<file path="config.mk">
export PLATFORM = sky130hd
export DESIGN_NAME = result_change_logger
export DESIGN_NICKNAME = d
export VERILOG_FILES = /design/src/rtl/result_change_logger.sv
export SDC_FILE = /design/constraint.sdc
export NUM_CORES = 1
export LEC_CHECK = 0
export BUFFER_PORTS_ARGS = -buffer_cell sky130_fd_sc_hd__buf_2
export CAP_MARGIN = 20
export CORE_AREA = 5 5 162 164
export DETAILED_ROUTE_END_ITERATION = 12
export DIE_AREA = 0 0 167 169
export GPL_ROUTABILITY_DRIVEN = 0
export GPL_TIMING_DRIVEN = 0
export PLACE_DENSITY = 0.41
export SLEW_MARGIN = 0
export SYNTH_ARGS = -nofsm -noshare
export SYNTH_HDL_FRONTEND = slang
export SYNTH_SLANG_ARGS = --single-unit
</file>
<file path="constraint.sdc">
create_clock -name clk -period 3.5 [get_ports clk]
set_input_delay 0 -clock clk [delete_from_list [all_inputs] [get_ports clk]]
set_output_delay 0 -clock clk [all_outputs]
set_load 0.05 [all_outputs]
</file>
<file path="src/rtl/result_change_logger.sv">
// Change-triggered capture of the upstream result bus into a timestamped FWFT FIFO.
// Each entry is {value, timestamp}; a full FIFO drops new changes and flags overflow.
module result_change_logger #(
    parameter int unsigned DATA_W = 4,
    parameter int unsigned TS_W   = 8,
    parameter int unsigned DEPTH  = 8
) (
    input  logic                      clk,
    input  logic                      rst_n,
    input  logic                      enable,
    input  logic                      clear,
    input  logic [DATA_W-1:0]         y_in,
    input  logic                      rd_en,
    output logic [DATA_W+TS_W-1:0]    rd_data,
    output logic                      rd_valid,
    output logic                      full,
    output logic [$clog2(DEPTH):0]    count,
    output logic                      overflow
);

    localparam int unsigned AW = $clog2(DEPTH);
    localparam int unsigned EW = DATA_W + TS_W;

    logic [TS_W-1:0]   ts_q;
    logic [DATA_W-1:0] prev_q;
    logic              primed_q;
    logic [AW-1:0]     wr_ptr_q, rd_ptr_q;
    logic [AW:0]       count_q, count_d;
    logic              overflow_q;
    logic [EW-1:0]     mem_q [DEPTH];

    logic sample, change, pop, push, drop, empty, is_full;

    always_comb begin
        empty   = (count_q == '0);
        is_full = (count_q == (AW+1)'(DEPTH));
        sample  = enable && !clear;
        change  = sample && (!primed_q || (y_in != prev_q));
        pop     = rd_en && !empty && !clear;
        // A simultaneous pop frees the slot, so a full FIFO can still accept the push.
        push    = change && (!is_full || pop);
        drop    = change && is_full && !pop;
        count_d = count_q;
        unique case ({push, pop})
            2'b10:   count_d = count_q + (AW+1)'(1);
            2'b01:   count_d = count_q - (AW+1)'(1);
            default: count_d = count_q;
        endcase
    end

    always_ff @(posedge clk or negedge rst_n) begin
        if (!rst_n) begin
            ts_q       <= '0;
            prev_q     <= '0;
            primed_q   <= 1'b0;
            wr_ptr_q   <= '0;
            rd_ptr_q   <= '0;
            count_q    <= '0;
            overflow_q <= 1'b0;
        end else if (clear) begin
            ts_q       <= '0;
            primed_q   <= 1'b0;
            wr_ptr_q   <= '0;
            rd_ptr_q   <= '0;
            count_q    <= '0;
            overflow_q <= 1'b0;
        end else begin
            if (enable) begin
                ts_q <= ts_q + TS_W'(1);
            end
            // prev tracks the bus even when the entry is dropped, so no late duplicate.
            if (change) begin
                prev_q   <= y_in;
                primed_q <= 1'b1;
            end
            if (push) begin
                wr_ptr_q <= wr_ptr_q + AW'(1);
            end
            if (pop) begin
                rd_ptr_q <= rd_ptr_q + AW'(1);
            end
            if (drop) begin
                overflow_q <= 1'b1;
            end
            count_q <= count_d;
        end
    end

    always_ff @(posedge clk or negedge rst_n) begin
        if (!rst_n) begin
            for (int i = 0; i < int'(DEPTH); i++) begin
                mem_q[i] <= '0;
            end
        end else if (push) begin
            mem_q[wr_ptr_q] <= {y_in, ts_q};
        end
    end

    always_comb begin
        rd_valid = !empty;
        rd_data  = empty ? '0 : mem_q[rd_ptr_q];
        full     = is_full;
        count    = count_q;
        overflow = overflow_q;
    end

endmodule

</file>
# == After elaboration in Yosys (flattened, before gate mapping) ==
# Cells that the tools add are included.
# totals
register_bits,120
elab_cells,72
output_inout_bits,19
in_bits,9
# op_classes
n_addsub,5
n_eq_ne,4
n_mux,19
n_bitwise,3
magnitude_cmp,3
n_reduce_logical,23
# op_table
op,count
$bwmux W96,1
$mux W12,4
$bmux W12 S3,1
$demux W12 S3,1
$mux W8,2
$mux W3,4
$reduce_bool A2 Y1,5
$add A8 B1 Y8 const B,1
$ge A4 B4 Y1 const B,2
$logic_and A1 B1 Y1,8
$not A3 Y4,2
$pmux W4 S2,1
$add A3 B1 Y3 const B,2
$logic_not A1 Y1,5
$add A4 B1 Y4 const B,1
$eq A4 B4 Y1 const B,1
$logic_not A4 Y1,1
$lt A4 B1 Y1 const B,1
$mux W1,4
$mux W4,1
$ne A4 B4 Y1,1
$sub A4 B1 Y4 const B,1
$reduce_bool A3 Y1,1
$eq A2 B1 Y1 const B,1
other kinds (4),5

# == Depth between registers and ports, before layout ==
# Gate-level depths: netlist (run 1).
# logic_depth
ltp_word,9
mapped_depth,11
ltp_nobuf,10

# == Least setup slack after synthesis (run 1) ==
# OpenSTA, ideal clock, no wires.
# synth_path
path_type,register to register
startpoint,register count_q[0] (netlist: count[0])
endpoint,register count_q[3] (netlist: count[3])
synth_period_minus_slack_ns,2.728
t_required_ns,3.367
n_path_buf,1
path_stages_with_launch,11
setup_time_ns,0.133
path_slack_ns,0.772
arrival_ns,2.595
cell_sequence,dfrtp_1 buf_4 o41a_1 and4_1 a21oi_2 inv_1 ha_1 a31oi_1 and3_1 mux2i_1 nand4_1
# synth_between
elab_chain_cells,9
word_cells_on_any_way,15
classes_between,add/sub: 2; eq/ne: 3; mux: 2; reduce/logical: 8
# synth_rtl
item,line,rtl
from (decl),28,"logic [AW:0] count_q, count_d;"
from (signal assigned),85,count_q <= count_d;
$logic_not A4 Y1,35,empty = (count_q == '0);
$logic_not A1 Y1,39,pop = rd_en && !empty && !clear;
$logic_and A1 B1 Y1 (2 in a row),39,
$logic_or A1 B1 Y1,41,push = change && (!is_full || pop);
$logic_and A1 B1 Y1,41,
$eq A2 B1 Y1 / $eq A2 B2 Y1 (equally long branches),44,"unique case ({push, pop})"
$pmux W4 S2,44,
$mux W4,60,end else if (clear) begin
# Several ways; a longest one is shown, not always the timed one.
# A chain may end at the register's enable or synchronous reset.

# == Worst setup path in the final report (run 1) ==
# layout_path
startpoint,register rd_ptr_q[0]
endpoint,output port rd_data[7]
# layout_between
elab_chain_cells,5
# layout_rtl
item,line,rtl
from (decl),27,"logic [AW-1:0] wr_ptr_q, rd_ptr_q;"
from (signal assigned),80,rd_ptr_q <= rd_ptr_q + AW'(1);
$not A3 Y4 (not written as such),101,rd_data = empty ? '0 : mem_q[rd_ptr_q];
$bmux W12 S3,101,
$mux W12 (not written as such) (2 in a row),101,
$mux W12,101,
to (decl),14,"output logic [DATA_W+TS_W-1:0] rd_data,"
# Every way passes these cells. The select of a mux whose other input is x is not followed.

==> results of run 1 <==
stage by stage:
step	worst slack (ns)	hold slack, ns
6_report	0.618	0.0251
5_1_grt	0.285	0.0183
3_3_place_gp	0.673	0.373
2_1_floorplan	0.772	-0.296
4_1_cts	0.472	0.00590
3_5_place_dp	0.694	-0.109
report_power, final:
| part | internal [mW] | total (mW) | leakage, nW | switching, mW |
|---|---|---|---|---|
| clock network | 1.06 | 1.69 | 0.272 | 0.633 |
| logic | 0.377 | 1.00 | 1.30 | 0.627 |
| registers | 1.54 | 1.63 | 1.63 | 0.0877 |
| total | 2.98 | 4.33 | 3.20 | 1.35 |
metal layers:
layer  global-route usage [%]  vias up  routed length [um]
li1                         -     1637                   -
met1                     14.9     1862                7090
met2                     17.6       45                6940
met3                     2.78       15                 416
met4                     2.67        0                 138
met5                        0        -                   0
final cells by class:
class	instances	area, um^2
Tap cell	330	413
Inverter	7	26.3
Multi-Input combinational cell	261	2630
Clock buffer	20	447
Buffer	37	183
Fill cell	2515	17700
Clock inverter	12	128
Sequential cell	120	3000
Timing Repair Buffer	26	174
cell families (layout without fill, tap and decap cells):
group	count (synthesis)	count (layout)	share of synthesized area, %
DFF	120	120	51.4
xor gates and xnor gates	15	15	2.25
buffers and inverters	44	102	3.58
muxes	139	139	31.1
and+or+nand+nor	74	74	6.79
adders and majority gates	5	5	1.07
AOI/OAI and AO/OA	28	28	3.75
worst reg2reg max path, cell delays in order, from the launching register on:
cell and delay (ns):
dfrtp_1 0.39, buf_4 0.17, o41ai_1 0.73, nor3_1 0.12, a21oi_2 0.26, inv_1 0.10, ha_1 0.33, o21a_1 0.12
nor2_1 0.13, nor2_1 0.06, mux2i_1 0.12, nand4_1 0.11
path summary, 6_finish.rpt:
kind,from,end,slack [ns]
worst max-delay path,rd_ptr_q[0]$_DFFE_PN0P_,rd_data[7],0.62
worst min-delay path,rst_n,count[0]$_DFFE_PN0P_,0.03
worst max register to register,count[0]$_DFFE_PN0P_,count[3]$_DFFE_PN0P_,0.72
worst min register to register,mem_q[62]$_DFFE_PN0P_,mem_q[62]$_DFFE_PN0P_,0.48
max in group asynchronous,rst_n,mem_q[69]$_DFFE_PN0P_,2.73
min in group clk,y_in[1],mem_q[93]$_DFFE_PN0P_,0.03
flip-flops by register name, indices dropped and copies added (netlist names):
| register | cells |
|---|---|
| mem_q | 96 |
| ts_q | 8 |
| primed_q | 1 |
| count | 4 |
| overflow | 1 |
| prev_q | 4 |
| rd_ptr_q | 3 |
| wr_ptr_q | 3 |
cell usage in the layout, fill, tap and decap left out, types with 3 or more instances in the layout:
| master | count |
|---|---|
| or3_1 | 3 |
| clkbuf_1 | 18 |
| nor3_1 | 4 |
| mux2i_1 | 15 |
| clkbuf_16 | 17 |
| buf_1 | 3 |
| buf_4 | 6 |
| mux2_1 | 80 |
| nor2_1 | 31 |
| clkinvlp_4 | 4 |
| mux2_2 | 20 |
| xor2_1 | 6 |
| clkinv_2 | 4 |
| buf_2 | 31 |
| and3_1 | 3 |
| inv_1 | 6 |
| dfrtp_1 | 120 |
| mux4_2 | 24 |
| nand4b_1 | 3 |
| xnor2_1 | 9 |
| dlygate4sd3_1 | 3 |
| o21ai_0 | 3 |
| nand2_1 | 11 |
| a21oi_1 | 5 |
| nand3_1 | 4 |
| ha_1 | 5 |
| nand4_1 | 6 |
repair_timing:
item                                    in CTS  in global routing
endpoints found under the setup margin       0                  0
hold buffers                                 3                  0
hold endpoints to repair                   130                  0
buffers inserted                             0                  0
==> out/results.tsv, run 1 <==
stage	metric	value	unit
detailed_routing	DR pass1 iterations	4	
floorplan	Initial Util	23.6	%
clock_network	CTS resizes	0	
clock_network	TritonCTS clock tree	built	
worst_setup_path	Setup crit start kind	flip-flop	
clock_network	CTS max path bufs	2	
global_route	GRT overflow	0	
detailed_routing	DRT Wirelength	14600	um
logic_synthesis	top post-synthesis cells by area	dfrtp_1, mux2_1, mux4_2	
logic_synthesis	number of synthesized flops with an enable pin	0	
logic_synthesis	sequential area share after synthesis	51.4	%
global_route	initial antenna violation count	0	
logic_synthesis	Synth top cells by count	dfrtp_1, mux2_1, nor2_1	
hold_path	worst hold-check path type	in2async	
global_route	largest net degree at the start of global routing	94	
worst_setup_path	CP endpoint kind	output pin	
worst_setup_path	slowest library cell on the worst path	mux4_2	
worst_setup_path	most frequent CP cell	buf_2	
power_and_ir_drop	power per cell area	618	nW/um^2
logic_synthesis	Primary FF master, synth	dfrtp_1	
placed_design	PortBufs	21	
power_and_ir_drop	Power Total	4.33	mW
logic_synthesis	syn_nets	439	
placed_design	cell total after placement	778	
sta	setup total negative slack	0	ns
logic_synthesis	asr flop ratio synth	100	%
logic_synthesis	Synth cell types	50	
logic_synthesis	FF+latch count, synth	120	
clock_network	root buffer cell	clkbuf_16	
detailed_routing	vias	3559	
sta	final setup fails	0	
floorplan	core area	24700	um^2
worst_setup_path	crit path max fanout	10	
sta	Fin. Hold Viols	0	
sta	skew final	0.00669	ns
layout	Area Growth Syn to Fin	19.9	%
status	status	complete, no violations	
power_and_ir_drop	maximum vdd drop	243	uV
layout	share of cells above drive strength 1	26.1	%
floorplan	die footprint	28200	um^2
clock_network	Num Clock Sinks	120	
sta	Max Fclk	0.347	GHz
worst_setup_path	worst path arrival time	2.88	ns
worst_setup_path	Req. time, crit path	3.50	ns
sta	ratio of final minimum period to clock period	82.3	%
logic_synthesis	share of the synthesized area in the top cell type	51.4	%
logic_synthesis	post-synth top area cell	dfrtp_1	
placed_design	Cell Area, Placed	6390	um^2
detailed_routing	mean number of vias per cell	4.38	
clock_network	H-Tree Level Count	4	
worst_setup_path	CP delay by family, top	buffers and inverters	
sta	final slew viol count	0	
worst_setup_path	reg2reg path depth	11	
layout	nets@finish	484	
global_route	number of global-route vias before repair	3925	
global_route	global-route wire length before repair	23500	um
layout	fin util	28.3	%
detailed_routing	WL/cell	17.9	um
logic_synthesis	Post-Syn Instances	425	
floorplan	die height	169	um
worst_setup_path	WP buf/inv	3	
detailed_routing	DRT iter0 DRCs	147	
layout	antenna fix cells	0	
sta	Tmin final	2.88	ns
logic_synthesis	syn_area_per_cell	13.7	um^2
layout	Post-Layout Cell Count	813	
clock_network	clock transition at the registers of the reported paths	0.05	ns
worst_setup_path	kind of critical path	reg2out	
placed_design	hpwl dp	9720	um
clock_network	TritonCTS buffer count	17	
logic_synthesis	number of synthesis warnings	0	
worst_setup_path	ordered list of cells on the worst path	clkbuf_1 > buf_2 > mux4_2 > mux2i_1 > nor2_1 > buf_2	
floorplan	I/O Pins	28	
sta	Max-slew headroom	28.4	%
worst_setup_path	Crit path depth	6	
clock_network	Worst-Skew Late Latency	0.41	ns
floorplan	die extent in x	167	um
logic_synthesis	synthesized area	5840	um^2
power_and_ir_drop	Leak	3.20	nW
sta	actual slew at the worst max-slew pin	1.07	ns
global_route	GRT Overall Usage	11.0	%
layout	Final Instance Area	7000	um^2
logic_synthesis	top-count cell post-synth	dfrtp_1	
floorplan	# rows	58	
sta	RSZ-0062 raised after global routing	no	
detailed_routing	Antenna Nets Post-Route	0	
job	Max Cap Viol	0	
worst_setup_path	Worst path max stage delay	0.58	ns
detailed_routing	DRC Markers	0	
Power figures use the tool's default switching activity.
==> run 2: changes to the inputs <==
--- a/config.mk
+++ b/config.mk
@@ -12,7 +12,7 @@
 export DIE_AREA = 0 0 167 169
 export GPL_ROUTABILITY_DRIVEN = 0
 export GPL_TIMING_DRIVEN = 0
-export PLACE_DENSITY = 0.41
+export PLACE_DENSITY = 0.42
 export SLEW_MARGIN = 0
 export SYNTH_ARGS = -nofsm -noshare
 export SYNTH_HDL_FRONTEND = slang
==> constraint.sdc (replaced) <==
create_clock -name clk -period 2.4 [get_ports clk]
set_input_delay 0 -clock clk [delete_from_list [all_inputs] [get_ports clk]]
set_output_delay 0 -clock clk [all_outputs]
set_load 0.05 [all_outputs]
==> run 2 against run 1 <==
Net effect: sequential power grew 47%; core utilization increased by 1.1 points; clock-buffer cell count unchanged; power rose by 49%; routed wire length rose by 2.6%; sequential share of layout area is 1.5 points lower; flip-flop and latch count unchanged; global-route usage rose by 0.21 points; critical endpoint is now count[3]$_DFFE_PN0P_; largest cell class unchanged; largest power group unchanged.
==> out/results.tsv, run 2 (same netlist as run 1, synthesis figures left out) <==
stage	metric	value	unit	change
worst_setup_path	slowest library cell on the worst path	o41a_1		was mux4_2
worst_setup_path	crit path max fanout	8		was 10
power_and_ir_drop	power per cell area	888	nW/um^2	was 618 nW/um^2
global_route	busiest metal layer after global routing	met2		unchanged
sta	RSZ-0062 raised after global routing	yes		was no
detailed_routing	DRC Markers	0		unchanged
worst_setup_path	kind of critical path	reg2reg		was reg2out
layout	max reg flops	96		unchanged
sta	final slew viol count	0		unchanged
layout	biggest regs	mem_q (96), ts_q (8)		unchanged
layout	nets@finish	486		was 484
floorplan	Initial Util	23.6	%	unchanged
power_and_ir_drop	Internal	4.43	mW	was 2.98 mW
clock_network	Worst-Skew Late Latency	0.42	ns	was 0.41 ns
worst_setup_path	ordered list of cells on the worst path	buf_6 > o41a_1 > and4_4 > a21oi_4 > inv_2 > ha_4 > a31oi_1 > and3_1 > mux2i_1 > nand4_1		was clkbuf_1 > buf_2 > mux4_2 > mux2i_1 > nor2_1 > buf_2
layout	Area Growth Syn to Fin	24.3	%	was 19.9%
detailed_routing	Antenna Nets Post-Route	0		unchanged
global_route	initial antenna violation count	0		unchanged
power_and_ir_drop	Psw	2.02	mW	was 1.35 mW
worst_setup_path	WP buf/inv	2		was 3
global_route	GRT overflow	0		unchanged
layout	most frequent cells in the layout	dfrtp_1, mux2_1, nor2_1		was dfrtp_1, mux2_1, buf_2, nor2_1, mux4_2
layout	share of cells above drive strength 1	35.7	%	was 26.1%
global_route	global-route wire length before repair	24000	um	was 23500 um
power_and_ir_drop	register share of total power	37.3	%	was 37.6%
floorplan	die height	169	um	unchanged
sta	skew final	0.00842	ns	was 0.00669 ns
global_route	largest net degree at the start of global routing	83		was 94
global_route	met2 Use GR	17.6	%	about the same
floorplan	die footprint	28200	um^2	unchanged
detailed_routing	WL/cell	18.4	um	was 17.9 um
detailed_routing	vias	3637		was 3559
sta	Max Fclk	0.428	GHz	
layout	commonest non-fill, non-tap cell in the layout	dfrtp_1		unchanged
floorplan	# rows	58		unchanged
power_and_ir_drop	sw frac	31.3	%	was 31.2%
power_and_ir_drop	Clk pwr share	37.5	%	was 39.2%
floorplan	I/O Pins	28		unchanged
sta	Tmin final	2.33	ns	
worst_setup_path	Worst path max stage delay	0.42	ns	was 0.58 ns
worst_setup_path	Req. time, crit path	2.68	ns	was 3.50 ns
sta	ratio of final minimum period to clock period	97.3	%	
sta	Fin. Hold Viols	0		unchanged
power_and_ir_drop	Leak	3.26	nW	was 3.20 nW
sta	Max-slew headroom	60.8	%	was 28.4%
clock_network	clock transition at the registers of the reported paths	0.06	ns	was 0.05 ns
global_route	GRT Overall Usage	11.2	%	was 11.0%
worst_setup_path	CP endpoint kind	flip-flop		was output pin
global_route	number of global-route vias before repair	4003		was 3925
clock_network	TritonCTS buffer count	17		unchanged
clock_network	Num Clock Sinks	120		unchanged
placed_design	hpwl dp	9650	um	was 9720 um
power_and_ir_drop	maximum vdd drop	533	uV	was 243 uV
sta	final setup fails	0		unchanged
sta	actual slew at the worst max-slew pin	0.587	ns	was 1.07 ns
worst_setup_path	Setup crit start kind	flip-flop		unchanged
worst_setup_path	CP delay by family, top	compound AO/OA/AOI/OAI gates		was buffers and inverters
floorplan	core area	24700	um^2	unchanged
global_route	met3 usage	2.66	%	was 2.78%
job	Max Cap Viol	0		unchanged
global_route	GR met1 Demand/Resource	15.1	%	was 14.9%
layout	antenna fix cells	0		unchanged
sta	setup total negative slack	0	ns	unchanged
clock_network	CTS max path bufs	2		unchanged
clock_network	H-Tree Level Count	4		unchanged
clock_network	root buffer cell	clkbuf_16		unchanged
placed_design	PortBufs	21		unchanged
hold_path	worst hold-check path type	in2reg		was in2async
worst_setup_path	worst path arrival time	2.62	ns	was 2.88 ns
clock_network	TritonCTS clock tree	built		unchanged
sta	WHS	0.00659	ns	was 0.0251 ns
layout	largest reg by FF count	mem_q		unchanged
detailed_routing	mean number of vias per cell	4.47		was 4.38
floorplan	die extent in x	167	um	unchanged
detailed_routing	DRT Wirelength	15000	um	was 14600 um
power_and_ir_drop	combinational power share	25.2	%	was 23.2%
detailed_routing	DR pass1 iterations	4		unchanged
detailed_routing	DRT iter0 DRCs	164		was 147
status	status	complete, no violations		unchanged
[run 2: worst paths after layout]
check | from | endpoint | slack, ns | depth (start not counted)
hold / removal | y_in[2] | mem_q[34]$_DFFE_PN0P_ | 0.007 | 2
setup reg to reg | count[0]$_DFFE_PN0P_ | count[3]$_DFFE_PN0P_ | 0.07 | 10
setup / recovery | count[0]$_DFFE_PN0P_ | count[3]$_DFFE_PN0P_ | 0.07 | 10
max in group asynchronous | rst_n | mem_q[88]$_DFFE_PN0P_ | 1.59 | 3
hold reg to reg | mem_q[58]$_DFFE_PN0P_ | mem_q[58]$_DFFE_PN0P_ | 0.48 | 1
min in group asynchronous | rst_n | overflow$_DFFE_PN0P_ | 0.06 | 2
[run 2: timing repair]
item | in CTS | in global routing
resized for setup | 15 | 8
hold buffers | 5 | 0
setup buffers | 1 | 1
endpoints found under the hold margin | 136 | 0
pin swaps | 1 | 2
setup endpoints to repair | 15 | 6
[run 2: cell type report]
| class | count | area (um^2) |
|---|---|---|
| Clock buffer | 20 | 467 |
| Buffer | 36 | 253 |
| Fill cell | 2499 | 17500 |
| Multi-Input combinational cell | 261 | 2790 |
| Inverter | 7 | 26.3 |
| Clock inverter | 11 | 100 |
| Sequential cell | 120 | 3010 |
| Tap cell | 330 | 413 |
| Timing Repair Buffer | 29 | 204 |
[run 2: layer usage]
layer / vias up / part of all wire, % / routed length [um]
met3: 20 / 2.3 / 342
met5: - / 0 / 0
met2: 48 / 47 / 7110
li1: 1643 / - / -
met4: 0 / 2.0 / 293
met1: 1926 / 48 / 7230
[run 2: through the flow]
step	instance area, um^2	power (mW)	setup slack, ns	util, %	std cells
final	7260	6.45	0.0658	29.3	814
after global routing	7260	6.78	-0.0235	29.3	814
after CTS	7230	6.52	0.00523	29.2	813
after detailed placement	6550	4.00	-0.226	26.5	777
after global placement	6520	3.95	-0.488	26.3	776
after floorplan	6000	3.56	-0.106	-	425
[run 2: power groups by stage]
stage | Combinational [mW] | Clock, mW | Sequential (mW)
after floorplan | 1.12 | 0 | 2.44
after global placement | 1.54 | 0 | 2.41
after detailed placement | 1.57 | 0 | 2.42
after CTS | 1.62 | 2.49 | 2.40
after global routing | 1.75 | 2.60 | 2.43
final | 1.62 | 2.42 | 2.40
==> run 3: changes to the inputs <==
--- a/config.mk
+++ b/config.mk
@@ -7,9 +7,9 @@
 export LEC_CHECK = 0
 export BUFFER_PORTS_ARGS = -buffer_cell sky130_fd_sc_hd__buf_2
 export CAP_MARGIN = 20
-export CORE_AREA = 5 5 162 164
+export CORE_AREA = 2 2 159 161
 export DETAILED_ROUTE_END_ITERATION = 12
-export DIE_AREA = 0 0 167 169
+export DIE_AREA = 0 0 161 163
 export GPL_ROUTABILITY_DRIVEN = 0
 export GPL_TIMING_DRIVEN = 0
 export PLACE_DENSITY = 0.42
@@ -17,3 +17,4 @@
 export SYNTH_ARGS = -nofsm -noshare
 export SYNTH_HDL_FRONTEND = slang
 export SYNTH_SLANG_ARGS = --single-unit
+export TNS_END_PERCENT = 100
==> run 3 against run 2 <==
Net effect: via count grew 0.71%; largest cell class unchanged; power grew 3.4%; largest power group unchanged; core utilization grew 0.49 points; first-iteration DRC count grew 18%; maximum frequency grew 0.93%; clock skew shrank 0.0021 ns; sequential power is essentially flat; critical endpoint unchanged; cell count grew 0.74%; flip-flop and latch count is the same.
==> out/results.tsv, run 3 (same netlist as run 1, synthesis figures left out) <==
stage	metric	value	unit	change
layout	largest reg by FF count	mem_q		unchanged
floorplan	I/O Pins	28		unchanged
sta	final setup fails	0		unchanged
worst_setup_path	Critical R2R Launch	count[3]$_DFFE_PN0P_		was count[0]$_DFFE_PN0P_
detailed_routing	DRT iter0 DRCs	193		was 164
detailed_routing	Antenna Nets Post-Route	0		unchanged
layout	share of cells above drive strength 1	37.1	%	was 35.7%
floorplan	core area	24700	um^2	about the same
detailed_routing	DR pass1 iterations	4		unchanged
job	Max Cap Viol	0		unchanged
worst_setup_path	Req. time, crit path	2.68	ns	about the same
detailed_routing	WL/cell	18.2	um	was 18.4 um
global_route	largest net degree at the start of global routing	76		was 83
detailed_routing	DRC Markers	0		unchanged
worst_setup_path	FF-to-FF End	count[3]$_DFFE_PN0P_		unchanged
clock_network	Worst-Skew Late Latency	0.41	ns	was 0.42 ns
sta	Max-slew headroom	61.8	%	was 60.8%
global_route	number of global-route vias before repair	3988		was 4003
worst_setup_path	Setup crit start	count[3]$_DFFE_PN0P_		was count[0]$_DFFE_PN0P_
worst_setup_path	Setup crit start kind	flip-flop		unchanged
worst_setup_path	reg-to-reg slack, setup	0.09	ns	was 0.07 ns
sta	Tmin final	2.31	ns	was 2.33 ns
sta	skew final	0.00630	ns	was 0.00842 ns
sta	RSZ-0062 raised after global routing	yes		unchanged
placed_design	post-placement setup slack	-0.303	ns	was -0.226 ns
sta	final slew viol count	0		unchanged
sta	Final WS setup	0.0873	ns	was 0.0658 ns
sta	Max Fclk	0.432	GHz	was 0.428 GHz
floorplan	# rows	58		unchanged
global_route	initial antenna violation count	0		unchanged
placed_design	PortBufs	21		unchanged
layout	most frequent cells in the layout	dfrtp_1, mux2_1, nor2_1		unchanged
clock_network	CTS max path bufs	2		unchanged
clock_network	Num Clock Sinks	120		unchanged
sta	ratio of final minimum period to clock period	96.4	%	was 97.3%
sta	Fin. Hold Viols	0		unchanged
placed_design	hpwl dp	9760	um	was 9650 um
clock_network	TritonCTS buffer count	17		unchanged
layout	Post-Layout Cell Count	820		was 814
worst_setup_path	crit path max fanout	8		unchanged
hold_path	hold wc startpoint	y_in[2]		unchanged
hold_path	worst hold-check path type	in2reg		unchanged
clock_network	H-Tree Level Count	4		unchanged
worst_setup_path	kind of critical path	reg2reg		unchanged
layout	commonest non-fill, non-tap cell in the layout	dfrtp_1		unchanged
floorplan	die extent in x	161	um	was 167 um
hold_path	Hold Path Stages	2		unchanged
power_and_ir_drop	power per cell area	906	nW/um^2	was 888 nW/um^2
worst_setup_path	worst path arrival time	2.59	ns	was 2.62 ns
placed_design	cell total after placement	777		unchanged
power_and_ir_drop	Power Total	6.67	mW	was 6.45 mW
layout	Area Growth Syn to Fin	26.1	%	was 24.3%
hold_path	worst hold endpoint	mem_q[34]$_DFFE_PN0P_		unchanged
layout	antenna fix cells	0		unchanged
status	status	complete, no violations		unchanged
detailed_routing	mean number of vias per cell	4.47		about the same
power_and_ir_drop	maximum vdd drop	505	uV	was 533 uV
detailed_routing	vias	3663		was 3637
worst_setup_path	reg2reg path depth	9		was 10
clock_network	root buffer cell	clkbuf_16		unchanged
floorplan	die footprint	26200	um^2	was 28200 um^2
floorplan	die height	163	um	was 169 um
global_route	GRT overflow	0		unchanged
clock_network	TritonCTS clock tree	built		unchanged
power_and_ir_drop	Leak	3.32	nW	was 3.26 nW
floorplan	Initial Util	23.7	%	was 23.6%
detailed_routing	DRT Wirelength	15000	um	about the same
global_route	global-route wire length before repair	24000	um	about the same
sta	actual slew at the worst max-slew pin	0.573	ns	was 0.587 ns
layout	nets@finish	492		was 486
worst_setup_path	CP endpoint kind	flip-flop		unchanged
global_route	GRT Overall Usage	12.3	%	was 11.2%
layout	biggest regs	mem_q (96), ts_q (8)		unchanged
clock_network	clock transition at the registers of the reported paths	0.05	ns	was 0.06 ns
layout	fin util	29.8	%	was 29.3%
layout	max reg flops	96		unchanged
[run 3: how the worst max path moves through the flow]
stage	to	slack, ns	depth (start not counted)
final	count[3]$_DFFE_PN0P_	0.09	9
after floorplan	mem_q[13]$_DFFE_PN0P_	-0.11	7
after CTS	count[3]$_DFFE_PN0P_	0.02	10
after global routing	count[3]$_DFFE_PN0P_	-0.03	9
after global placement	count[2]$_DFFE_PN0P_	-0.47	1
after detailed placement	count[3]$_DFFE_PN0P_	-0.30	10
[run 3: layout make-up]
cell class	count	area, um^2
clock inverter	7	90.1
multi-input combinational	261	2810
tap	330	413
fill	2528	17300
timing repair buffer	36	258
clock buffer	24	512
inverter	7	26.3
sequential	120	3010
buffer	35	240
[run 3: metrics by stage]
stage / cell area, um^2 / TNS (ns) / hold slack, ns
after floorplan: 6000 / -5.48 / -0.296
after CTS: 7270 / 0 / 0.00805
after global routing: 7360 / -0.0320 / 0.0195
after detailed placement: 6550 / -0.734 / -0.0200
final: 7360 / 0 / 0.0149
after global placement: 6520 / -32.57 / 0.372
[run 3: layer usage]
metal,share of wire [%],global-route usage [%],up-vias
met4,1.7,4.55,0
met2,48,19.7,41
met5,0,0,-
met3,2.5,2.50,18
li1,-,-,1660
met1,48,16.6,1944
[run 3: critical path: stages (launching register included)]
cell	delay [ns]
dfrtp_2	0.47
o41a_1	0.47
and4_4	0.17
a21oi_4	0.19
inv_2	0.08
ha_4	0.28
a31oi_1	0.10
and3_1	0.17
mux2i_1	0.13
nand4_1	0.11
[run 3: repair_timing]
item	4_1_cts	5_1_grt
hold buffers	4	0
cloned	0	0
gates resized for setup	18	8
endpoints found under the hold margin	83	0
pin swaps	2	4
buffers inserted	2	8
setup endpoints to repair	15	23
[run 3: power by group]
group | switching [mW] | leakage, nW | total [mW] | internal (mW)
logic | 0.929 | 1.40 | 1.65 | 0.721
registers | 0.171 | 1.62 | 2.42 | 2.25
clock network | 0.910 | 0.294 | 2.59 | 1.68
